### config.mk
export PLATFORM = sky130hd
export DESIGN_NAME = fetch_unit
export DESIGN_NICKNAME = d
export VERILOG_FILES = /design/src/rtl/fetch_unit.sv
export SDC_FILE = /design/constraint.sdc
export NUM_CORES = 1
export LEC_CHECK = 0
export ABC_AREA = 1
export CORE_UTILIZATION = 45
export CTS_CLUSTER_DIAMETER = 50
export CTS_CLUSTER_SIZE = 16
export DETAILED_ROUTE_END_ITERATION = 7
export HOLD_SLACK_MARGIN = 0.06
export PLACE_DENSITY = 0.85
export REMOVE_ABC_BUFFERS = 1
export SLEW_MARGIN = 30
export SYNTH_ARGS = -nofsm -noshare
export SYNTH_HDL_FRONTEND = slang
export SYNTH_SLANG_ARGS = --single-unit
### constraint.sdc
create_clock -name Clk -period 5.1 [get_ports Clk]
set_input_delay 1.02 -clock Clk [delete_from_list [all_inputs] [get_ports Clk]]
set_output_delay 1.02 -clock Clk [all_outputs]
set_load 0.01 [all_outputs]
### src/rtl/fetch_unit.sv
// fetch_unit: PC owner and fetch register feeding decode over a valid/ready handshake
module fetch_unit #(
  parameter logic [63:0] RESET_PC = 64'h038,
  parameter logic [63:0] END_PC = 64'h06c,
  parameter int CNT_W = 32
) (
  input  logic Clk,
  input  logic Reset,
  output logic [63:0] Address,
  input  logic [31:0] Instruction,
  input  logic Redirect,
  input  logic [63:0] RedirectTarget,
  output logic IF_Valid,
  input  logic IF_Ready,
  output logic [31:0] IF_Instr,
  output logic [63:0] IF_PC,
  output logic Halted,
  output logic Fault,
  output logic [CNT_W-1:0] FetchCount
);
  typedef enum logic [1:0] {FETCH, STALL, HALT} state_t;
  state_t state, state_n;
  logic [63:0] pc;
  logic accept, capture, misaligned;
  assign Address = pc;
  assign accept = IF_Valid & IF_Ready;
  assign misaligned = |RedirectTarget[1:0];
  // a stall release captures in the same cycle as the accept, so no bubble
  assign capture = !Redirect && pc != END_PC &&
                   ((state == FETCH && (!IF_Valid || accept)) || (state == STALL && accept));
  always_comb begin
    state_n = FETCH;
    state_n = Redirect ? (misaligned ? HALT : FETCH) :
              state == HALT ? HALT :
              (state == FETCH && pc == END_PC) ? HALT :
              (IF_Valid && !IF_Ready) ? STALL : FETCH;
  end
  always_ff @(posedge Clk) begin
    if (Reset) begin
      state <= FETCH;
      pc <= RESET_PC;
      IF_Valid <= 1'b0;
      IF_Instr <= '0;
      IF_PC <= '0;
      Halted <= 1'b0;
      Fault <= 1'b0;
      FetchCount <= '0;
    end else begin
      state <= state_n;
      Halted <= state_n == HALT;
      Fault <= Fault | (Redirect & misaligned);
      if (Redirect && !misaligned) pc <= RedirectTarget;
      else if (capture) pc <= pc + 64'd4;
      if (capture) begin
        IF_Instr <= Instruction;
        IF_PC <= pc;
      end
      IF_Valid <= Redirect ? 1'b0 : capture ? 1'b1 : accept ? 1'b0 : IF_Valid;
      // a flushed instruction is not handed over, so it is not counted
      if (accept && !Redirect && ~&FetchCount) FetchCount <= FetchCount + CNT_W'(1);
    end
  end
endmodule

==> results.sh, run 1 <==
export IMPL_grt_pass1_wl_mm=55.6
export IMPL_reg2regPathDepth=13
export IMPL_postCtsHoldBufs=0
export IMPL_post_cts_buffers=0
export IMPL_clock_skew_final_ns=0.0139
export IMPL_cts_htree_levels=4
export IMPL_cts_resized=0
export IMPL_hpwl_mm=25.8
export IMPL_io_buffers=294
export IMPL_cts_tree="built"
export IMPL_final_common_cell="nand2_1"
export IMPL_clkSinkCount=197
export IMPL_criticalPathCategory="input pin to flop"
export IMPL_fp_dieArea_um2=24500
export IMPL_whs_ns=0.454
export IMPL_avgSynthCellArea_um2=6.09
export IMPL_endpoint_kind="flop"
export IMPL_nets=2110
export IMPL_netlist_area_um2=10700
export IMPL_io_pins=295
export IMPL_areaGrowthSynthToFinish_pct=33.9
export IMPL_drc=0
export IMPL_postSynth_asyncResetShare_pct=0
export IMPL_path_cells="clkdlybuf4s50_1, inv_2, nand3_1, o31ai_1, nand3_4, buf_4, buf_4, nand2_2, inv_2, nand2_1, nand3_1"
export IMPL_synth_top_flop_cell="dfxtp_1"
export IMPL_cts_clk_slew_worst_paths_ns=0.08
export IMPL_root_buffer="clkbuf_16"
export IMPL_r2r_setup_slack_ns=1.57
export IMPL_grt_pass1_vias=10800
export IMPL_gp_congestion=0.935
export IMPL_cp_startpoint="Redirect"
export IMPL_num_fill_cells=2206
export IMPL_hold_viol=0
export IMPL_fin_crit_sh_pct=70.0
export IMPL_required_ns=5.46
export IMPL_timing_rr_start="Address[2]"
export IMPL_outcome="complete, no violations"
export IMPL_antenna_found_initial=1
export IMPL_fin_util_pct=61.4
export IMPL_fin_setup_tns_ns=0
export IMPL_ant_nets=0
export IMPL_yosys_warnings=0
export IMPL_path_buf_inv=5
export IMPL_crit_path_start_kind="input pin"
export IMPL_grt_max_degree=104
export IMPL_hp_class="flop to flop"
export IMPL_drt_iter0_drc=909
export IMPL_cp_arrival_ns=3.93
export IMPL_wl_mm=35.7
export IMPL_clock_path_buffers=2
export IMPL_fin_cells=2342
export IMPL_synth_edf_count=0
export IMPL_grt_overflow_total=0
export IMPL_firstDrtPassIters=8
export IMPL_timing_final_ws_setup_ns=1.53
export IMPL_path_depth=11
export IMPL_path_max_fanout=84
export IMPL_ys_seq_area_share_pct=36.7
export IMPL_cp_endpoint="Address[5]"
export IMPL_num_rows=56
export IMPL_power_density_nw_per_um2=270
export IMPL_numCtsBuffers=17
export IMPL_power_leakage_nw=5.53
export IMPL_period_needed_ns=3.57
export IMPL_finalMaxSlewViolations=0
export IMPL_die_w_um=156
export IMPL_rsz0062_at_grt="no"
export IMPL_vias_per_cell=5.14
export IMPL_path_delay_family="buffers and inverters"
export IMPL_cpPeakStageDelay_ns=0.73
export IMPL_vias=12000
export IMPL_post_place_cells=2307
export IMPL_wl_per_cell_um=15.2
export IMPL_grt_usage_pct=28.7
export IMPL_tightest_slew_ns=0.852
export IMPL_synth_distinct_cells=34
export IMPL_netlist_instances=1761
export IMPL_start_util_pct=45.9
export IMPL_layout_drive_gt1_share_pct=3.22
export IMPL_most_common_layout_cells="620 x nand2_1, 293 x clkdlybuf4s50_1, 285 x nor2_1"
export IMPL_max_cap_violations=0
export IMPL_dpl_worst_slack_ns=0.664
export IMPL_clk_latency_ns=0.45
export IMPL_setup_viol=0
export IMPL_ir_worst_vdd_mv=0.253
export IMPL_max_freq_ghz=0.280
export IMPL_die_h_um=156
export IMPL_reg2reg_to="Address[5]"
export IMPL_cp_slowest_cell="buf_4"
export IMPL_slew_headroom_pct=43.2
export IMPL_core_area_um2=23400
export IMPL_synth_seq_cells=197
==> cells in the mapped netlist, types with 5 or more instances <==
master	number	area share (%)
xnor2_1	7	0.57
a21oi_1	133	6.2
o21ai_1	5	0.23
o21bai_1	6	0.42
nand3_1	119	5.5
nor2_1	285	10
buf_6	12	1.3
inv_1	144	5.0
buf_2	12	0.56
xor2_1	27	2.2
nand2_1	620	22
inv_2	7	0.24
dfxtp_1	197	37
o21ai_0	68	3.2
nand4_1	22	1.3
clkbuf_1	45	1.6
nor3_1	15	0.70
nand3b_1	6	0.42
==> worst register-to-register path, stage by stage, from the launching register on <==
cell and delay (ns):
dfxtp_1 0.42, ha_1 0.30, nand2_1 0.14, nor2_1 0.16, nand2_1 0.09, nor2_1 0.11, nand2_1 0.16, nand3_4 0.19
buf_4 0.41, buf_4 0.74, nand2_2 0.26, inv_2 0.32, nand2_1 0.09, nand3_1 0.08
==> where the power goes <==
part           leakage, nW  total, mW  switching (mW)  internal (mW)
sequential            1.61       1.77           0.137           1.63
combinational         3.63      0.756           0.392          0.365
clock                0.289       1.36           0.672          0.685
total                 5.53       3.88            1.20           2.68
==> flip-flops by register name (all words and copies together), names as in the netlist <==
signal / count
IF_Valid: 1
state: 2
Fault: 1
IF_PC: 64
IF_Instr: 32
Halted: 1
FetchCount: 32
Address: 64
==> worst min-delay path by stage <==
stage	slack, ns	to	from	cells after the start
after CTS	0.45	Fault	Fault	2
after global placement	0.44	Fault	Fault	2
after floorplan	0.47	Fault	Fault	2
after global routing	0.48	IF_Instr[20]	IF_Instr[20]	2
after detailed placement	0.44	Fault	Fault	2
final	0.45	Fault	Fault	2
==> per-layer routing <==
metal  up-vias  wire, um  global-route usage (%)
met2       454     16800                    47.8
met1      5496     15000                    36.4
met3        61      2900                    5.51
li1       6027         -                       -
met4         0      1010                    11.6
met5         -         0                       0
==> metrics by stage <==
| step | power [mW] | area (um2) |
|---|---|---|
| floorplan | 2.14 | 10300 |
| detailed placement | 2.55 | 13800 |
| global placement | 2.53 | 13800 |
| CTS | 3.89 | 14300 |
| finish | 3.88 | 14400 |
| global route | 4.05 | 14400 |
==> area by class of cell <==
type	count	area (um2)	area share [%]
Timing Repair Buffer	305	3060	21.3
Antenna cell	2	5.00	0.0348
Clock buffer	20	467	3.25
Multi-Input combinational cell	1336	5810	40.4
Tap cell	319	399	2.78
Inverter	151	571	3.97
Clock inverter	12	114	0.792
Sequential cell	197	3940	27.4
==> cells by family (layout without fill, tap and decap cells) <==
kind of cell             Yosys count  in the layout  synth area share (%)
XOR/XNOR                          34             34                  2.77
buffers and inverters            228            488                  9.10
AO/OA/AOI/OAI                    219            219                  10.5
adder cells (fa/ha/maj)            2              2                 0.233
AND/OR/NAND/NOR                 1081           1081                  40.7
flip-flops                       197            197                  36.7
other                              0              2                     0
(Power assumes the default switching activity.)
==> inputs of run 2 (changes only) <==
==> constraint.sdc (replaced) <==
create_clock -name Clk -period 3.33 [get_ports Clk]
set_input_delay 0.666 -clock Clk [delete_from_list [all_inputs] [get_ports Clk]]
set_output_delay 0.666 -clock Clk [all_outputs]
set_load 0.01 [all_outputs]
==> run 2 against run 1 <==
- sequential power is 53% higher
- clock power is 49% higher
- combinational power is 56% higher
- critical path depth is 1 higher
- global-route usage is 0.23 points higher
- utilization is 0.20 points higher
- worst hold slack better by 0.0050 ns
- critical endpoint is now Address[59]
==> results.sh, run 2 (same netlist as run 1, synthesis figures left out) <==
export IMPL_grt_pass1_wl_mm=56.2
export IMPL_io_pins=295
export IMPL_vias=12100
export IMPL_power_total_mw=5.91
export IMPL_cp_startpoint="Address[3]"
export IMPL_firstDrtPassIters=6
export IMPL_postCtsHoldBufs=0
export IMPL_grt_pass1_vias=11000
export IMPL_num_fill_cells=2254
export IMPL_start_util_pct=45.9
export IMPL_met1_length_mm=15.2
export IMPL_fin_crit_sh_pct=79.5
export IMPL_period_needed_ns=2.65
export IMPL_worstHoldStart="Fault"
export IMPL_vias_per_cell=5.14
export IMPL_post_cts_buffers=0
export IMPL_rsz0062_at_grt="no"
export IMPL_fp_dieArea_um2=24500
export IMPL_cp_arrival_ns=3.03
export IMPL_die_h_um=156
export IMPL_power_density_nw_per_um2=410
export IMPL_wl_met2_mm=16.9
export IMPL_antenna_found_initial=1
export IMPL_setup_viol=0
export IMPL_reg2reg_to="Address[59]"
export IMPL_drt_iter0_drc=942
export IMPL_slew_headroom_pct=54.9
export IMPL_tightest_slew_ns=0.676
export IMPL_clk_latency_ns=0.44
export IMPL_maxUsedRoutingLayer="met4"
export IMPL_wl_per_cell_um=15.3
export IMPL_clock_skew_final_ns=0.0146
export IMPL_numCtsBuffers=17
export IMPL_layout_drive_gt1_share_pct=3.50
export IMPL_num_rows=56
export IMPL_fin_cells=2347
export IMPL_grt_usage_pct=29.0
export IMPL_criticalPathCategory="flop to flop"
export IMPL_reg2regPathDepth=12
export IMPL_finalMaxSlewViolations=0
export IMPL_endpoint_kind="flop"
export IMPL_grt_overflow_total=0
export IMPL_ant_nets=0
export IMPL_cts_resized=0
export IMPL_gp_congestion=0.971
export IMPL_cts_tree="built"
export IMPL_max_freq_ghz=0.378
export IMPL_path_max_fanout=44
export IMPL_root_buffer="clkbuf_16"
export IMPL_clkSinkCount=197
export IMPL_cts_htree_levels=4
export IMPL_cts_clk_slew_worst_paths_ns=0.08
export IMPL_wl_met3_mm=2.83
export IMPL_hold_viol=0
export IMPL_core_area_um2=23400
export IMPL_most_common_layout_cells="620 x nand2_1, 293 x clkdlybuf4s50_1, 285 x nor2_1"
export IMPL_clock_path_buffers=2
export IMPL_final_common_cell="nand2_1"
export IMPL_timing_rr_start="Address[3]"
export IMPL_max_cap_violations=0
export IMPL_hp_class="flop to flop"
export IMPL_grt_max_degree=144
export IMPL_hpwl_mm=26.2
export IMPL_areaGrowthSynthToFinish_pct=34.3
export IMPL_required_ns=3.71
export IMPL_post_place_cells=2315
export IMPL_nets=2117
export IMPL_holdPathEnd="Fault"
export IMPL_hold_depth=2
export IMPL_outcome="complete, no violations"
export IMPL_wl_mm=36.0
export IMPL_io_buffers=294
export IMPL_ir_worst_vdd_mv=0.319
export IMPL_fin_util_pct=61.6
export IMPL_crit_path_start_kind="flop"
export IMPL_drc=0
export IMPL_die_w_um=156
export IMPL_r2r_setup_slack_ns=0.68
export IMPL_power_leakage_nw=5.55
## run 2: cell types whose count changed in the layout (fill, tap and decap cells not counted), moves of 2 or more
cell        previous run  this run
buf_12                 3         5
clkbuf_8               3         1
clkinvlp_4             0         2
buf_4                  9        14
## run 2: metrics by stage
| stage | TNS (ns) | worst slack, ns | area (um2) | hold WS, ns |
|---|---|---|---|---|
| floorplan | -40.15 | -0.459 | 10300 | 0.468 |
| global placement | 0 | 0.600 | 13900 | 0.437 |
| detailed placement | 0 | 0.568 | 13900 | 0.449 |
| CTS | 0 | 0.706 | 14400 | 0.461 |
| global route | 0 | 0.438 | 14400 | 0.483 |
| finish | 0 | 0.683 | 14400 | 0.458 |
## run 2: routing by layer
metal	global-route usage, %	up-vias
met5	0	-
met4	11.2	0
met3	5.68	67
met2	47.9	480
met1	37.1	5487
li1	-	6030
## run 2: worst max-delay path by stage
| stage | endpoint | cells after the start |
|---|---|---|
| after global placement | Address[62] | 8 |
| after global routing | Address[62] | 13 |
| after CTS | Address[59] | 12 |
| after detailed placement | Address[46] | 8 |
| after floorplan | Address[11] | 6 |
| final | Address[59] | 12 |
## run 2: final cells by class
type                       count  area, um2  area share [%]
multi-input combinational   1336       5810            40.3
sequential                   197       3940            27.4
timing repair buffer         312       3140            21.8
inverter                     151        569            3.95
clock buffer                  18        439            3.05
tap                          319        399            2.77
clock inverter                13        115           0.798
antenna                        1       2.50          0.0174
## run 2: critical path, stage by stage (launching register included)
cell and delay (ns):
dfxtp_1 0.43, ha_1 0.31, nand2_1 0.15, nor2_1 0.16, nand2_1 0.09, nor2_1 0.10
nand2_1 0.16, nand3_4 0.34, buf_4 0.46, o21ai_0 0.16, nand2_1 0.08, inv_1 0.04
nor2_1 0.08
## run 2: power breakdown
group          internal [mW]  switching (mW)
Combinational          0.570           0.615
Clock                  0.999            1.02
Sequential              2.50           0.209
Total                   4.07            1.85
==> inputs of run 3 (changes only) <==
--- a/config.mk
+++ b/config.mk
@@ -6,12 +6,12 @@
 export NUM_CORES = 1
 export LEC_CHECK = 0
 export ABC_AREA = 1
-export CORE_UTILIZATION = 45
+export CORE_UTILIZATION = 44
 export CTS_CLUSTER_DIAMETER = 50
 export CTS_CLUSTER_SIZE = 16
 export DETAILED_ROUTE_END_ITERATION = 7
 export HOLD_SLACK_MARGIN = 0.06
-export PLACE_DENSITY = 0.85
+export PLACE_DENSITY = 0.86
 export REMOVE_ABC_BUFFERS = 1
 export SLEW_MARGIN = 30
 export SYNTH_ARGS = -nofsm -noshare
==> constraint.sdc (replaced) <==
create_clock -name Clk -period 2.2 [get_ports Clk]
set_input_delay 0.44 -clock Clk [delete_from_list [all_inputs] [get_ports Clk]]
set_output_delay 0.44 -clock Clk [all_outputs]
set_load 0.01 [all_outputs]
==> run 3 against run 2 <==
- routed wire length rose by 7.6%
- flip-flop and latch count did not move
- critical path type is now flop to output port
- worst hold slack improved by 0.0057 ns
- utilization rose by 3.9 points
- design area rose by 7.6%
- clock skew fell by 0.0019 ns
==> results.sh, run 3 (same netlist as run 1, synthesis figures left out) <==
export IMPL_fin_crit_sh_pct=95.9
export IMPL_whs_ns=0.464
export IMPL_vias=12800
export IMPL_clock_skew_final_ns=0.0126
export IMPL_slew_headroom_pct=61.1
export IMPL_path_cells="buf_4, clkdlybuf4s50_1"
export IMPL_r2r_setup_slack_ns=0.10
export IMPL_hp_class="flop to flop"
export IMPL_core_area_um2=23700
export IMPL_start_util_pct=45.3
export IMPL_wl_mm=38.7
export IMPL_cts_clk_slew_worst_paths_ns=0.08
export IMPL_grt_pass1_vias=11800
export IMPL_power_leakage_nw=6.20
export IMPL_cts_htree_levels=4
export IMPL_cp_arrival_ns=1.67
export IMPL_io_pins=295
export IMPL_stdcell_area_um2=15500
export IMPL_path_max_fanout=4
export IMPL_fin_util_pct=65.5
export IMPL_hold_viol=0
export IMPL_ant_nets=0
export IMPL_cp_endpoint="Address[31]"
export IMPL_antenna_found_initial=0
export IMPL_num_fill_cells=2102
export IMPL_max_cap_violations=0
export IMPL_placed_area_um2=14700
export IMPL_root_buffer="clkbuf_16"
export IMPL_multiInputGateArea_um2=5840
export IMPL_cp_startpoint="Address[31]"
export IMPL_io_buffers=294
export IMPL_power_density_nw_per_um2=606
export IMPL_regArea_um2=3950
export IMPL_clk_latency_ns=0.44
export IMPL_cts_tree="built"
export IMPL_grt_pass1_wl_mm=58.5
export IMPL_drt_iter0_drc=1267
export IMPL_grt_usage_pct=29.8
export IMPL_setup_viol=0
export IMPL_hpwl_mm=28.2
export IMPL_numCtsBuffers=17
export IMPL_die_w_um=158
export IMPL_crit_path_start_kind="flop"
export IMPL_rsz0062_at_grt="no"
export IMPL_tightest_slew_ns=0.584
export IMPL_fin_setup_tns_ns=0
export IMPL_endpoint_kind="output port"
export IMPL_timing_rr_start="Address[19]"
export IMPL_vias_per_cell=5.22
export IMPL_timing_final_ws_setup_ns=0.0904
export IMPL_num_rows=56
export IMPL_fp_dieArea_um2=25000
export IMPL_wl_per_cell_um=15.7
export IMPL_firstDrtPassIters=6
export IMPL_finalMaxSlewViolations=0
export IMPL_areaGrowthSynthToFinish_pct=44.5
export IMPL_clkSinkCount=197
export IMPL_layout_drive_gt1_share_pct=8.84
export IMPL_required_ns=1.76
export IMPL_die_h_um=158
export IMPL_most_common_layout_cells="618 x nand2_1, 293 x clkdlybuf4s50_1, 283 x nor2_1"
export IMPL_drc=0
export IMPL_gp_congestion=0.970
export IMPL_ir_worst_vdd_mv=0.514
export IMPL_period_needed_ns=2.11
export IMPL_cpPeakStageDelay_ns=0.54
export IMPL_final_common_cell="nand2_1"
export IMPL_dpl_worst_slack_ns=-0.0949
export IMPL_max_freq_ghz=0.474
export IMPL_reg2regPathDepth=12
export IMPL_reg2reg_to="Address[42]"
export IMPL_cp_slowest_cell="clkdlybuf4s50_1"
export IMPL_criticalPathCategory="flop to output port"
export IMPL_clock_path_buffers=2
export IMPL_grt_overflow_total=0
export IMPL_outcome="complete, no violations"
export IMPL_grt_max_degree=129
export IMPL_nets=2228
## run 3: worst min-delay path by stage
stage                               to         start  depth (start not counted)
after CTS                    IF_PC[52]     IF_PC[52]                          2
final                     IF_Instr[26]  IF_Instr[26]                          2
after global routing       IF_Instr[5]   IF_Instr[5]                          2
after detailed placement  IF_Instr[26]  IF_Instr[26]                          2
after global placement           Fault         Fault                          2
after floorplan                  Fault         Fault                          2
## run 3: through the flow
step	instances	power [mW]
floorplan	1684	4.95
global placement	2414	6.16
detailed placement	2414	6.22
CTS	2446	9.34
global route	2458	9.78
finish	2459	9.40
## run 3: cell type report
cell class                      count  share of cell area (%)
Tap cell                          319                    2.57
Timing Repair Buffer              423                    27.0
Sequential cell                   197                    25.4
Clock inverter                     14                   0.928
Inverter                          151                    3.68
Antenna cell                        1                  0.0161
Multi-Input combinational cell   1336                    37.6
Clock buffer                       18                    2.77
## run 3: critical path: cells and delay by family, from the launching register on
family | cells | cell delay, ns
buffers and inverters | 2 | 0.74
DFF | 1 | 0.50
## run 3: repair_timing
action / in CTS / in global routing
endpoints found under the setup margin: 64 / 91
hold buffers: 0 / 0
buffers inserted: 0 / 9
gates resized for setup: 1 / 9
pin swaps: 0 / 3
gates cloned: 0 / 3
## run 3: report_power, final
part,switching (mW),internal (mW)
Combinational,1.19,1.12
Clock,1.56,1.60
Sequential,0.152,3.78
Total,2.90,6.50
## run 3: routing by layer
layer	wire [um]	global-route usage (%)	up-vias	share of wire [%]
met5	0	0	-	0
met4	1290	12.4	0	3.3
met3	3710	6.62	106	9.6
met2	18300	50.7	646	47
met1	15400	36.0	5815	40
li1	-	-	6263	-
